===== config.mk =====
export PLATFORM = sky130hd
export DESIGN_NAME = systolic_drain
export DESIGN_NICKNAME = d
export VERILOG_FILES = /design/src/rtl/systolic_drain.sv
export SDC_FILE = /design/constraint.sdc
export NUM_CORES = 1
export LEC_CHECK = 0
export ABC_AREA = 1
export BUFFER_PORTS_ARGS = -buffer_cell sky130_fd_sc_hd__buf_2
export CORE_UTILIZATION = 30
export DETAILED_ROUTE_END_ITERATION = 7
export PLACE_DENSITY = 0.59
export SLEW_MARGIN = 20
export SYNTH_ARGS = -nofsm -noshare
export SYNTH_HDL_FRONTEND = slang
export SYNTH_SLANG_ARGS = --single-unit

===== constraint.sdc =====
create_clock -name i_clk -period 4 [get_ports i_clk]
set_input_delay 0.4 -clock i_clk [delete_from_list [all_inputs] [get_ports i_clk]]
set_output_delay 0.4 -clock i_clk [all_outputs]
set_load 0.01 [all_outputs]

===== src/rtl/systolic_drain.sv =====
// Drains an N x N systolic-array result: waits LAT enabled cycles, snapshots the
// array, then streams the N*N elements out over a valid/ready handshake.
//
// state | meaning
// ------+-------------------------------------------------------------
// IDLE  | no drain in progress, waiting for i_start
// WAIT  | counting enabled cycles until the array result is stable
// SEND  | presenting snapshot element idx, advancing on each transfer
// DONE  | one-cycle completion pulse, then back to IDLE
module systolic_drain #(
   parameter int W   = 32,
   parameter int N   = 3,
   parameter int LAT = 7,
   parameter int IW  = ((N * N) > 1) ? $clog2(N * N) : 1
) (
   input  logic                 i_clk,
   input  logic                 i_rst,
   input  logic                 i_en,
   input  logic                 i_start,
   input  logic [2*W*N*N-1:0]   i_C,
   output logic                 o_valid,
   input  logic                 i_ready,
   output logic [2*W-1:0]       o_data,
   output logic [IW-1:0]        o_idx,
   output logic                 o_last,
   output logic                 o_busy,
   output logic                 o_done
);

   localparam int CW = (LAT > 0) ? $clog2(LAT + 1) : 1;
   localparam int EW = 2 * W;
   localparam logic [CW-1:0] CNT_TC  = CW'(LAT - 1);
   localparam logic [IW-1:0] IDX_END = IW'(N * N - 1);

   typedef enum logic [1:0] {
      IDLE = 2'd0,
      WAIT = 2'd1,
      SEND = 2'd2,
      DONE = 2'd3
   } state_t;

   state_t              state_q, state_d;
   logic [CW-1:0]       cnt_q;
   logic [IW-1:0]       idx_q;
   logic [EW*N*N-1:0]   snap_q;

   logic cnt_hit;
   logic xfer;
   logic idx_end;

   assign cnt_hit = i_en && (cnt_q == CNT_TC);
   assign idx_end = (idx_q == IDX_END);
   assign xfer    = (state_q == SEND) && i_ready;

   always_ff @(posedge i_clk) begin
      if (!i_rst) begin
         state_q <= IDLE;
      end else begin
         state_q <= state_d;
      end
   end

   always_comb begin
      state_d = state_q;
      case (state_q)
         IDLE:    if (i_start) state_d = WAIT;
         WAIT:    if (cnt_hit) state_d = SEND;
         SEND:    if (xfer && idx_end) state_d = DONE;
         DONE:    state_d = IDLE;
         default: state_d = IDLE;
      endcase
   end

   // The snapshot decouples the output stream from the live array bus.
   always_ff @(posedge i_clk) begin
      if (!i_rst) begin
         cnt_q  <= '0;
         idx_q  <= '0;
         snap_q <= '0;
      end else begin
         case (state_q)
            IDLE: begin
               if (i_start) cnt_q <= '0;
            end
            WAIT: begin
               if (i_en) cnt_q <= cnt_q + 1'b1;
               if (cnt_hit) begin
                  snap_q <= i_C;
                  idx_q  <= '0;
               end
            end
            SEND: begin
               if (xfer && !idx_end) idx_q <= idx_q + 1'b1;
            end
            default: ;
         endcase
      end
   end

   always_comb begin
      o_valid = 1'b0;
      o_data  = '0;
      o_idx   = '0;
      o_last  = 1'b0;
      o_busy  = (state_q != IDLE);
      o_done  = (state_q == DONE);
      if (state_q == SEND) begin
         o_valid = 1'b1;
         o_data  = snap_q[idx_q*EW +: EW];
         o_idx   = idx_q;
         o_last  = idx_end;
      end
   end

endmodule


==> impl_summary.md, run 1 <==
Status
The flow ran to the end, and the final reports show no timing, DRC or antenna violations.

Clocking
The H-tree depth is 3. In this run the clock root is driven by a sky130_fd_sc_hd__clkbuf_16. The number of setup buffers added after CTS is 0. The number of clock buffers inserted by TritonCTS is 70. Once the clock tree was built, the resizer swapped 0 gates to a different size. The clock network latency to the later pin of the worst-skew pair is 0.59 ns. For this design, the CTS-stage hold fixing added 0 buffers. Clock-pin slew was measured on the worst setup and hold paths at 0.06 ns. The tree built by TritonCTS fans out to 585 sinks. The CTS tree is built. In this run the deepest clock path goes through 3 buffers.

Yosys
Yosys printed 0 warnings. In the synthesized netlist, the number of instances is 3,871. The share of the synthesized area in compound gates (AO/OA/AOI/OAI) is 21.0%. The sequential-to-total area share from yosys stat is 44.7%. The largest family of logic cells by synthesized area is simple AND/OR/NAND/NOR gates. The fraction of registers with async set or reset after synthesis is 0%. After synthesis, the netlist uses 20 different library cells. Of the post-synthesis cell area, the part taken by muxes is 0%. The combined area of all synthesized cells is 26,200 um2. After Yosys synthesis, full adders, half adders and majority gates account for 0.429% of the synthesized area. The xor/xnor share of the synthesized area is 0.0668%.

The most used flip-flop cell after synthesis is sky130_fd_sc_hd__dfxtp_1. A synthesized cell averages 6.77 um2. The synthesized-area fraction occupied by and/or/nand/nor cells is 21.9%. After synthesis the netlist holds a flip-flop and latch count of 585. The number of flops mapped to enable cells by yosys is 0.

The net count of the mapped netlist is 4,461.

GRT
After global routing the overflow that remains totals 0. The number of global-route vias before repair came to 25,200. The total global-route track usage is 22.8%.

The first-pass GRT wire length is 154,000 um. Entering global routing, the biggest net connects 163 pins. The initial antenna violation count came to 20.

Worst setup path
Following the worst setup path forward leads to its endpoint at o_data[15]. In this design, the critical path's most frequently occurring cell is sky130_fd_sc_hd__nand3_1. The critical path runs through a total of 6 cells. Tracing the worst setup path back leads to its startpoint at idx_q[1]$_SDFFE_PN0P_. The setup slack on the worst flop-to-flop path is 1.26 ns. The cell family contributing the most delay on the critical path is buffers and inverters. The worst path arrival time is 3.05 ns. The startpoint identified for the worst register-to-register timing path is state_q[1]$_SDFFE_PN0P_. The sum of buffers and inverters on the critical path is 2. The worst register-to-register path ends at snap_q[557]$_SDFFE_PN0P_. On the worst path, the slowest cell contributes a delay of 0.75 ns. STA classifies the critical path startpoint as a register.

Along the worst path, the maximum fanout reaches 51. The critical path goes through buf_4, nand3_1, nand3_1, nand3_1, a21oi_1, buf_2. The slowest stage of the critical path is the sky130_fd_sc_hd__dfxtp_4 cell. The critical path class is register to primary output. The required time at the worst-slack endpoint is 3.60 ns. The critical path capture point type is a primary output.

The depth of the worst register-to-register path is 7.

Pwr
In this run switching power makes up 37.6% of total power. Across the VDD grid, the largest voltage drop is 0.564 mV. The share of total power in sequential cells is 32.9%. The leakage power is 13.5 nW. The clock network accounts for 35.9% of the total power. The power per cell area is 557 nW/um2.

The reported net switching power is 6.83 mW. The design internal power is 11.3 mW. The logic gate share of total power is 31.2%.

STA
The count of final max-slew check failures is 0. Setup violations remaining at the end of the flow were counted as 0. The final clock skew is 0.0277 ns. The count of endpoints failing hold in the final timing report came to 0. The sum of negative setup slack is 0 ns. Headroom to the max-slew limit came out at 30.6%.

Setup repair after global routing left no endpoint under its margin. In the finished design, the share of the clock period the worst path needs comes to 86.2%. After layout, the minimum clock period comes to 3.45 ns. The maximum operating frequency is 290 MHz. The slew at the pin with the worst max-slew slack is 1.04 ns.

The worst setup slack after layout is 0.553 ns.

Floorplanning
From left edge to right edge, the die measures 298 um. The total area inside the core boundary comes to 86,600 um2. The die covers 88,600 um2. The effective utilization at floorplan is 30.3%.

The site row count is 108. 653 I/O pins were placed. Measured along the y axis, the die boundary spans 298 um.

Final layout
The number of nets in the finished design is 4,924. In the layout the commonest cells are sky130_fd_sc_hd__buf_2, sky130_fd_sc_hd__nand2_1, sky130_fd_sc_hd__dfxtp_1. Relative to the synthesized area, the layout overhead comes to 24.1%. Leaving out fill and tap cells, the most frequent cell in the layout is sky130_fd_sc_hd__buf_2. Of the cells placed in the final design, the portion with a size suffix greater than 1 is 18.9%. Summing all non-filler instances in the final layout gives an area of 32,500 um2.

Placement
The number of port buffers is 652. The placed standard-cell area is 30,200 um2. The placer's final routability congestion estimate is 0.887. The wire-length estimate of the detail-placed layout is 75,900 um. At the placement stage, the worst setup path has a slack of 1.13 ns.

Route
The number of design rule violations left after detail routing is 0. After detailed routing, the average wire length per cell comes to 18.9 um. The via count is 26,600. The number of iterations in the first detailed-routing pass is 6.

The number of DRC markers after the initial detailed-route iteration is 1,953. The detail-routed via count per cell is 4.80. The routed wire length is 105,000 um. Once detail routing completed, the nets flagged for antenna violations numbered 0.

Hold path
The worst hold path belongs to the class primary input to register.

Run
The tool flagged a number of max-cap violations equal to 0.
==> power by group through the flow <==
| stage | registers (mW) | logic [mW] | clock network (mW) |
|---|---|---|---|
| final | 5.97 | 5.66 | 6.51 |
| after global routing | 5.98 | 6.29 | 6.88 |
| after CTS | 5.97 | 5.82 | 6.65 |
| after detailed placement | 6.10 | 5.79 | 0 |
| after global placement | 6.10 | 5.86 | 0 |
| after floorplan | 6.00 | 3.48 | 0 |
==> Yosys cell counts (2+ instances only) <==
library cell / instances / share of area, %
sky130_fd_sc_hd__ha_1: 9 / 0.43
sky130_fd_sc_hd__buf_6: 7 / 0.30
sky130_fd_sc_hd__clkbuf_1: 177 / 2.5
sky130_fd_sc_hd__dfxtp_1: 585 / 45
sky130_fd_sc_hd__a21oi_1: 521 / 9.9
sky130_fd_sc_hd__nand3_1: 392 / 7.5
sky130_fd_sc_hd__buf_2: 108 / 2.1
sky130_fd_sc_hd__nor2_1: 393 / 5.6
sky130_fd_sc_hd__buf_1: 23 / 0.33
sky130_fd_sc_hd__o21ai_0: 578 / 11
sky130_fd_sc_hd__nand2_1: 601 / 8.6
sky130_fd_sc_hd__nand4_1: 2 / 0.048
sky130_fd_sc_hd__inv_1: 468 / 6.7
==> per-stage QoR <==
| stage | utilization [%] | power, mW | hold slack [ns] | std cells |
|---|---|---|---|---|
| floorplan | - | 9.48 | 0.429 | 3871 |
| global placement | 34.8 | 12.0 | 0.437 | 5417 |
| detailed placement | 34.8 | 11.9 | 0.442 | 5417 |
| CTS | 37.5 | 18.4 | 0.00300 | 5541 |
| global route | 37.6 | 19.2 | 0.0318 | 5546 |
| finish | 37.6 | 18.1 | 0.0499 | 5549 |
==> worst min path at each step <==
stage | startpoint | end | slack (ns) | depth (start not counted)
4_1_cts | i_C[556] | snap_q[556]$_SDFFE_PN0P_ | 0.003 | 3
3_3_place_gp | snap_q[67]$_SDFFE_PN0P_ | snap_q[67]$_SDFFE_PN0P_ | 0.44 | 2
3_5_place_dp | snap_q[82]$_SDFFE_PN0P_ | snap_q[82]$_SDFFE_PN0P_ | 0.44 | 2
2_1_floorplan | snap_q[100]$_SDFFE_PN0P_ | snap_q[100]$_SDFFE_PN0P_ | 0.43 | 2
6_report | i_C[556] | snap_q[556]$_SDFFE_PN0P_ | 0.05 | 3
5_1_grt | i_C[562] | snap_q[562]$_SDFFE_PN0P_ | 0.03 | 3
==> layer usage <==
metal  vias to the layer above  wire, um  track usage (%)
li1                      13400         -                -
met1                     12300     41100             26.1
met2                       771     54400             41.7
met3                       180      5430             3.59
met4                        12      3880             9.45
met5                         -        73                0
==> kinds of logic after synthesis <==
logic type | Yosys count
AO/OA/AOI/OAI | 1099
XOR/XNOR | 2
adder cells (fa/ha/maj) | 9
buffers and inverters | 784
flip-flops | 585
AND/OR/NAND/NOR | 1392
==> state kept, by name (all words and copies together), names as in the netlist <==
| signal | cells |
|---|---|
| cnt_q | 3 |
| idx_q | 4 |
| snap_q | 576 |
| state_q | 2 |
==> worst register-to-register path, cell delays in order (launching register included) <==
cell and delay (ns):
sky130_fd_sc_hd__dfxtp_1 0.34, sky130_fd_sc_hd__inv_1 0.10, sky130_fd_sc_hd__ha_1 0.36, sky130_fd_sc_hd__nand4_4 0.56
sky130_fd_sc_hd__inv_6 0.57, sky130_fd_sc_hd__buf_4 0.52, sky130_fd_sc_hd__nor2_1 0.10, sky130_fd_sc_hd__nor2_1 0.12
==> cell type report <==
| type | count | area (um2) |
|---|---|---|
| Fill cell | 9311 | 54100 |
| Tap cell | 1155 | 1450 |
| Antenna cell | 8 | 20.0 |
| Clock inverter | 21 | 249 |
| Inverter | 469 | 1770 |
| Multi-Input combinational cell | 2502 | 11400 |
| Timing Repair Buffer | 706 | 3850 |
| Clock buffer | 103 | 2090 |
| Sequential cell | 585 | 11700 |
Power figures use the tool's default switching activity.
==> run 2, diff against run 1 <==
--- a/config.mk
+++ b/config.mk
@@ -9,7 +9,8 @@
 export BUFFER_PORTS_ARGS = -buffer_cell sky130_fd_sc_hd__buf_2
 export CORE_UTILIZATION = 30
 export DETAILED_ROUTE_END_ITERATION = 7
-export PLACE_DENSITY = 0.59
+export PLACE_DENSITY = 0.56
+export RECOVER_POWER = 25
 export SLEW_MARGIN = 20
 export SYNTH_ARGS = -nofsm -noshare
 export SYNTH_HDL_FRONTEND = slang
==> impl_summary.md, run 2 (synthesized netlist as in run 1, its figures left out) <==
Worst setup path
The critical register-to-register path endpoint is snap_q[462]$_SDFFE_PN0P_ (was snap_q[557]$_SDFFE_PN0P_). The startpoint kind of the worst setup timing path is a register (unchanged). The maximum fanout along the worst path is 117 (was 51).

The critical path class was register to register (was register to primary output). The worst path arrival time is 3.86 ns (was 3.05 ns). The setup slack on the worst flop-to-flop path is 0.67 ns (was 1.26 ns). The required time at the worst-slack endpoint came to 4.53 ns (was 3.60 ns). The depth of the worst register-to-register path is 7 (unchanged). The end point of the critical path is snap_q[462]$_SDFFE_PN0P_ (was o_data[15]). The critical path capture point type is a register (was primary output). The critical path startpoint is state_q[1]$_SDFFE_PN0P_ (was idx_q[1]$_SDFFE_PN0P_).

The reg-to-reg critical path startpoint is state_q[1]$_SDFFE_PN0P_ (unchanged).

Final layout
The commonest non-fill, non-tap cell in the layout is sky130_fd_sc_hd__buf_2 (unchanged). The total of fill cells in the finished design is 9,387 (was 9,311). The growth of design area from synthesis to finish is 24.0% (was 24.1%).

The register area was 11,700 um2 (unchanged). The register with the highest flop count is snap_q (unchanged). The post-route non-filler standard cell count is 5,549 (unchanged). The fraction of layout cells with a size suffix above 1 is 18.6% (was 18.9%). Top flop regs: snap_q: 576 flops, idx_q: 4 flops, cnt_q: 3 flops (unchanged). The flip-flop count of the largest register, all copies and words added was 576 (unchanged).

The area used by multi-input combinational logic is 11,400 um2 (about the same). Most frequent cells in the layout: sky130_fd_sc_hd__buf_2, sky130_fd_sc_hd__nand2_1, sky130_fd_sc_hd__dfxtp_1 (unchanged). The fraction of the core area covered by cells at the end of the flow is 37.5% (was 37.6%).

The number of nets in the finished design came to 4,916 (was 4,924).

Clocking
The clock-pin slew on the worst setup and hold paths was 0.06 ns (about the same). The total of hold buffers inserted after clock tree synthesis is 0 (unchanged). The total clock sinks is 585 (unchanged). The CTS tree is built (unchanged). The buffers inserted during post-CTS setup optimization is 0 (unchanged). The worst-case clock buffer depth is 3 (unchanged). The number of clock buffers inserted by TritonCTS is 70 (unchanged). The number of instances resized during post-cts repair came to 0 (unchanged). The clock network latency to the later pin of the worst-skew pair is 0.60 ns (was 0.59 ns). The H-tree depth is 3 (unchanged).

The clock tree root driver cell was sky130_fd_sc_hd__clkbuf_16 (unchanged).

Placement
The post-DP HPWL is 75,200 um (was 75,900 um). The number of port buffers was 652 (unchanged). The cell total after placement was 5,409 (was 5,417). The placer's final routability congestion estimate is 0.865 (was 0.887).

GRT
The number of global-route vias before repair came to 25,000 (was 25,200). The remaining global-route overflow came to 0 (unchanged). The total global-route track usage came to 22.7% (was 22.8%).

The largest net degree at the start of global routing was 151 (was 163). The initial antenna violation count came to 22 (was 20). The first-pass GRT wire length came to 154,000 um (about the same).

Route
The via count came to 26,500 (was 26,600). The number of iterations in the first detailed-routing pass was 5 (was 6). The number of routed nets with antenna violations is 0 (unchanged). The routed wire length is 105,000 um (about the same). The detail-routed via count per cell came to 4.78 (was 4.80).

The number of DRC markers after the initial detailed-route iteration is 1,949 (was 1,953). The final routed wire length divided by cell count was 18.9 um (about the same). The number of design rule violations left after detail routing is 0 (unchanged).

Floorplanning
The site row count is 108 (unchanged). The die outline height came to 298 um (unchanged). The effective utilization at floorplan is 30.3% (unchanged). The core footprint is 86,600 um2 (unchanged). The number of ports placed on the die boundary is 653 (unchanged). The die extent in x is 298 um (unchanged). The area enclosed by the die boundary was 88,600 um2 (unchanged).

Pwr
The power per cell area is 551 nW/um2 (was 557 nW/um2). The leakage power is 13.4 nW (was 13.5 nW). The total power draw is 17.9 mW (was 18.1 mW). The maximum ir drop on the vdd rail is 0.443 mV (was 0.564 mV).

Run
The max-capacitance violation count is 1 (was 0).

STA
The maximum operating frequency was 300 MHz (was 290 MHz). The worst max-slew margin expressed relative to the limit is -8.36% (was 30.6%). The time the final worst path needs with I/O delays and setup was 3.33 ns (was 3.45 ns).

The count of endpoints failing hold in the final timing report is 0 (unchanged). The count of final max-slew check failures is 108 (was 0). The slew at the pin with the worst max-slew slack is 1.63 ns (was 1.04 ns). Setup repair after global routing missed its margin: false (unchanged).

The final clock skew is 0.0213 ns (was 0.0277 ns). The sum of negative setup slack is 0 ns (unchanged). The count of endpoints failing setup in the final report is 0 (unchanged).

The post-route clock period utilization came to 83.3% (was 86.2%). The minimum hold slack is 0.0505 ns (was 0.0499 ns).

Status
Result of the run: finished, violations left (was completed). The checks that failed: capacitance limit, slew limit.

Hold path
The worst hold path class is primary input to register (unchanged).
run 2: worst max-delay path: stages, from the launching register on:
cell	delay [ns]
sky130_fd_sc_hd__dfxtp_1	0.38
sky130_fd_sc_hd__inv_1	0.10
sky130_fd_sc_hd__ha_1	0.28
sky130_fd_sc_hd__nand4_1	0.52
sky130_fd_sc_hd__clkbuf_4	0.99
sky130_fd_sc_hd__buf_12	0.44
sky130_fd_sc_hd__o21ai_0	0.20
sky130_fd_sc_hd__a21oi_1	0.18
run 2: worst min-delay path by stage:
stage | from | end | slack (ns) | cells past startpoint
6_report | i_C[569] | snap_q[569]$_SDFFE_PN0P_ | 0.05 | 3
5_1_grt | i_C[518] | snap_q[518]$_SDFFE_PN0P_ | 0.03 | 3
4_1_cts | i_C[20] | snap_q[20]$_SDFFE_PN0P_ | 0.007 | 3
3_5_place_dp | snap_q[239]$_SDFFE_PN0P_ | snap_q[239]$_SDFFE_PN0P_ | 0.44 | 2
3_3_place_gp | snap_q[239]$_SDFFE_PN0P_ | snap_q[239]$_SDFFE_PN0P_ | 0.44 | 2
2_1_floorplan | snap_q[100]$_SDFFE_PN0P_ | snap_q[100]$_SDFFE_PN0P_ | 0.43 | 2
run 2: stage by stage:
| stage | cell area (um2) | worst slack [ns] |
|---|---|---|
| floorplan | 26200 | 1.95 |
| global placement | 30200 | 1.28 |
| detailed placement | 30200 | 1.29 |
| CTS | 32500 | 0.634 |
| global route | 32500 | 0.378 |
| finish | 32500 | 0.669 |
run 2: layout make-up:
class                      instances  area share, %
clock buffer                      97           6.10
clock inverter                    27          0.989
tap                             1155           4.45
inverter                         469           5.45
sequential                       585           36.1
antenna                           16          0.123
timing repair buffer             698           11.8
multi-input combinational       2502           35.0
run 2: where the power goes:
group | internal, mW | switching [mW] | total [mW] | leakage [nW]
Sequential | 5.86 | 0.0786 | 5.94 | 4.71
Clock | 3.81 | 2.61 | 6.42 | 1.13
Combinational | 1.58 | 3.97 | 5.54 | 7.57
run 2: per-layer routing:
| layer | part of all wire [%] | vias to the layer above | GRT usage (%) | wire length, um |
|---|---|---|---|---|
| li1 | - | 13400 | - | - |
| met2 | 51 | 733 | 40.9 | 53400 |
| met3 | 5.5 | 176 | 4.18 | 5790 |
| met1 | 39 | 12200 | 26.1 | 41400 |
| met5 | 0.065 | - | 0 | 68 |
| met4 | 4.1 | 12 | 10.0 | 4270 |
==> run 3, diff against run 2 <==
--- a/config.mk
+++ b/config.mk
@@ -9,7 +9,7 @@
 export BUFFER_PORTS_ARGS = -buffer_cell sky130_fd_sc_hd__buf_2
 export CORE_UTILIZATION = 30
 export DETAILED_ROUTE_END_ITERATION = 7
-export PLACE_DENSITY = 0.56
+export PLACE_DENSITY = 0.58
 export RECOVER_POWER = 25
 export SLEW_MARGIN = 20
 export SYNTH_ARGS = -nofsm -noshare
==> constraint.sdc (replaced) <==
create_clock -name i_clk -period 2.95 [get_ports i_clk]
set_input_delay 0.295 -clock i_clk [delete_from_list [all_inputs] [get_ports i_clk]]
set_output_delay 0.295 -clock i_clk [all_outputs]
set_load 0.01 [all_outputs]
==> impl_summary.md, run 3 (synthesized netlist as in run 1, its figures left out) <==
GRT
The initial antenna violation count is 11 (was 22). The number of global-route vias before repair is 27,500 (was 25,000). The remaining global-route overflow was 0 (unchanged). The largest net degree at the start of global routing came to 180 (was 151).

The first-pass GRT wire length is 160,000 um (was 154,000 um). The total global-route track usage is 23.5% (was 22.7%).

Worst setup path
The required time at the worst-slack endpoint is 2.65 ns (was 4.53 ns). The worst path arrival time is 2.53 ns (was 3.86 ns). The critical path class is register to primary output (was register to register). The maximum fanout along the worst path is 47 (was 117).

The critical path capture point type was a primary output (was register). The startpoint kind of the worst setup timing path is a register (unchanged).

STA
The final clock skew is 0.0351 ns (was 0.0213 ns). The post-route clock period utilization is 95.9%. The count of endpoints failing setup in the final report was 0 (unchanged).

The worst path in the final design needs a cycle of 2.83 ns, including I/O delays and setup. The count of endpoints failing hold in the final timing report came to 0 (unchanged). Based on the critical path, the design can be clocked at up to 353 MHz.

The worst max-slew margin expressed relative to the limit is 38.9% (was -8.36%). The sum of negative setup slack is 0 ns (unchanged). The count of final max-slew check failures came to 0 (was 108).

The slew at the pin with the worst max-slew slack is 0.916 ns (was 1.63 ns).

Floorplanning
The core footprint was 86,600 um2 (unchanged). The die outline height is 298 um (unchanged). The area enclosed by the die boundary is 88,600 um2 (unchanged). The effective utilization at floorplan is 30.3% (unchanged). The die extent in x came to 298 um (unchanged).

The number of ports placed on the die boundary came to 653 (unchanged). The site row count is 108 (unchanged).

Route
The number of design rule violations left after detail routing was 1 (was 0). The number of DRC markers after the initial detailed-route iteration was 1,948 (was 1,949). The routed wire length was 110,000 um (was 105,000 um). The final routed wire length divided by cell count is 18.4 um (was 18.9 um). The detail-routed via count per cell is 4.76 (was 4.78). The number of iterations in the first detailed-routing pass is 8 (was 5). The number of routed nets with antenna violations is 0 (unchanged). The via count is 28,500 (was 26,500).

Final layout
The growth of design area from synthesis to finish is 41.5% (was 24.0%). The number of nets in the finished design was 5,372 (was 4,916). The total of fill cells in the finished design is 8,869 (was 9,387). Top flop regs: snap_q: 576 flops, idx_q: 4 flops, cnt_q: 3 flops (unchanged). Most frequent cells in the layout: sky130_fd_sc_hd__buf_2, sky130_fd_sc_hd__nand2_1, sky130_fd_sc_hd__dfxtp_1 (unchanged). The fraction of layout cells with a size suffix above 1 is 17.4% (was 18.6%). The register with the highest flop count was snap_q (unchanged).

The flip-flop count of the largest register, all copies and words added came to 576 (unchanged). The commonest non-fill, non-tap cell in the layout is sky130_fd_sc_hd__buf_2 (unchanged).

Clocking
The worst-case clock buffer depth is 3 (unchanged). The clock network latency to the later pin of the worst-skew pair is 0.61 ns (was 0.60 ns). The total clock sinks is 585 (unchanged). The clock-pin slew on the worst setup and hold paths is 0.06 ns (about the same).

The H-tree depth came to 3 (unchanged). The clock tree root driver cell is sky130_fd_sc_hd__clkbuf_16 (unchanged). The CTS tree is built (unchanged).

The number of clock buffers inserted by TritonCTS came to 70 (unchanged).

Pwr
The power per cell area is 679 nW/um2 (was 551 nW/um2). The reported net switching power came to 9.38 mW (was 6.65 mW). The share of total power in sequential cells is 32.0% (was 33.2%). The total power draw is 25.2 mW (was 17.9 mW). The leakage power is 15.4 nW (was 13.4 nW). The clock network power share was 33.5% (was 35.8%). The switching share of total power is 37.2% (about the same). The logic gate share of total power was 34.4% (was 31.0%). The maximum ir drop on the vdd rail is 0.429 mV (was 0.443 mV). The design internal power was 15.8 mW (was 11.2 mW).

Placement
The number of port buffers came to 652 (unchanged). The placer's final routability congestion estimate is 0.859 (was 0.865). The post-DP HPWL is 74,400 um (was 75,200 um).

Status
Result of the run: finished, violations left (unchanged). Violated checks: DRC (was capacitance limit, slew limit).

Hold path
The worst hold path class is primary input to register (unchanged).

Run
The max-capacitance violation count is 0 (was 1).
## run 3: cell count changes in the layout (fill, tap and decap cells not counted), moves of 7 or more
| cell | delta |
|---|---|
| sky130_fd_sc_hd__diode_2 | -7 |
| sky130_fd_sc_hd__dlygate4sd3_1 | +426 |
| sky130_fd_sc_hd__clkbuf_1 | +12 |
| sky130_fd_sc_hd__buf_4 | +17 |
## run 3: area by class of cell
class / instances / area, um2 / share of cell area (%)
Sequential cell: 585 / 11700 / 31.6
Multi-Input combinational cell: 2502 / 11400 / 30.8
Timing Repair Buffer: 1154 / 8520 / 22.9
Clock buffer: 109 / 2090 / 5.64
Inverter: 469 / 1780 / 4.79
Tap cell: 1155 / 1450 / 3.89
Clock inverter: 13 / 126 / 0.340
Antenna cell: 9 / 22.5 / 0.0607
## run 3: per-stage QoR
step / worst slack (ns) / cell area [um2] / hold WS [ns] / instances / util, %
after global routing: -0.00886 / 37100 / 0.000350 / 5993 / 42.8
after CTS: -0.0667 / 37000 / 0.0000847 / 5979 / 42.7
after detailed placement: 0.488 / 30400 / 0.441 / 5429 / 35.1
after global placement: 0.526 / 30400 / 0.435 / 5429 / 35.1
after floorplan: 1.01 / 26200 / 0.429 / 3871 / -
final: 0.121 / 37100 / 0.0270 / 5996 / 42.9
## run 3: worst max-delay path, stage by stage (launching register included)
cell and delay, ns:
sky130_fd_sc_hd__dfxtp_4 0.41, sky130_fd_sc_hd__buf_16 0.21, sky130_fd_sc_hd__nor4_4 0.40, sky130_fd_sc_hd__buf_6 0.19
sky130_fd_sc_hd__nand2_1 0.06, sky130_fd_sc_hd__a21oi_1 0.42, sky130_fd_sc_hd__buf_2 0.23
## run 3: final timing paths
check,from,endpoint,slack [ns],depth (start not counted)
worst min register to register,snap_q[76]$_SDFFE_PN0P_,snap_q[76]$_SDFFE_PN0P_,0.45,2
worst max register to register,state_q[1]$_SDFFE_PN0P_,snap_q[254]$_SDFFE_PN0P_,0.19,7
worst max-delay path,idx_q[0]$_SDFFE_PN0P_,o_data[58],0.12,6
worst min-delay path,i_C[145],snap_q[145]$_SDFFE_PN0P_,0.03,3
## run 3: metal layers
layer  vias to the layer above  GRT usage (%)  routed length [um]
met5                         -              0                  27
met4                         4           10.8                4990
met3                       236           3.69                5740
met2                       949           43.2               56700
met1                     13100           26.4               42900
li1                      14300              -                   -
## run 3: repair_timing
action / in CTS / in global routing
cloned: 1 / 3
setup endpoints to repair: 41 / 42
pin swaps: 1 / 1
endpoints found under the hold margin: 426 / 0
resized for setup: 11 / 12
buffers inserted: 1 / 5
hold buffers: 426 / 0
## run 3: power groups by stage
stage          clock (mW)  sequential, mW  combinational [mW]
6_report             8.45            8.07                8.67
5_1_grt              8.94            8.07                9.56
4_1_cts              8.65            8.07                8.49
3_5_place_dp            0            8.27                7.79
3_3_place_gp            0            8.26                7.81
2_1_floorplan           0            8.14                4.72
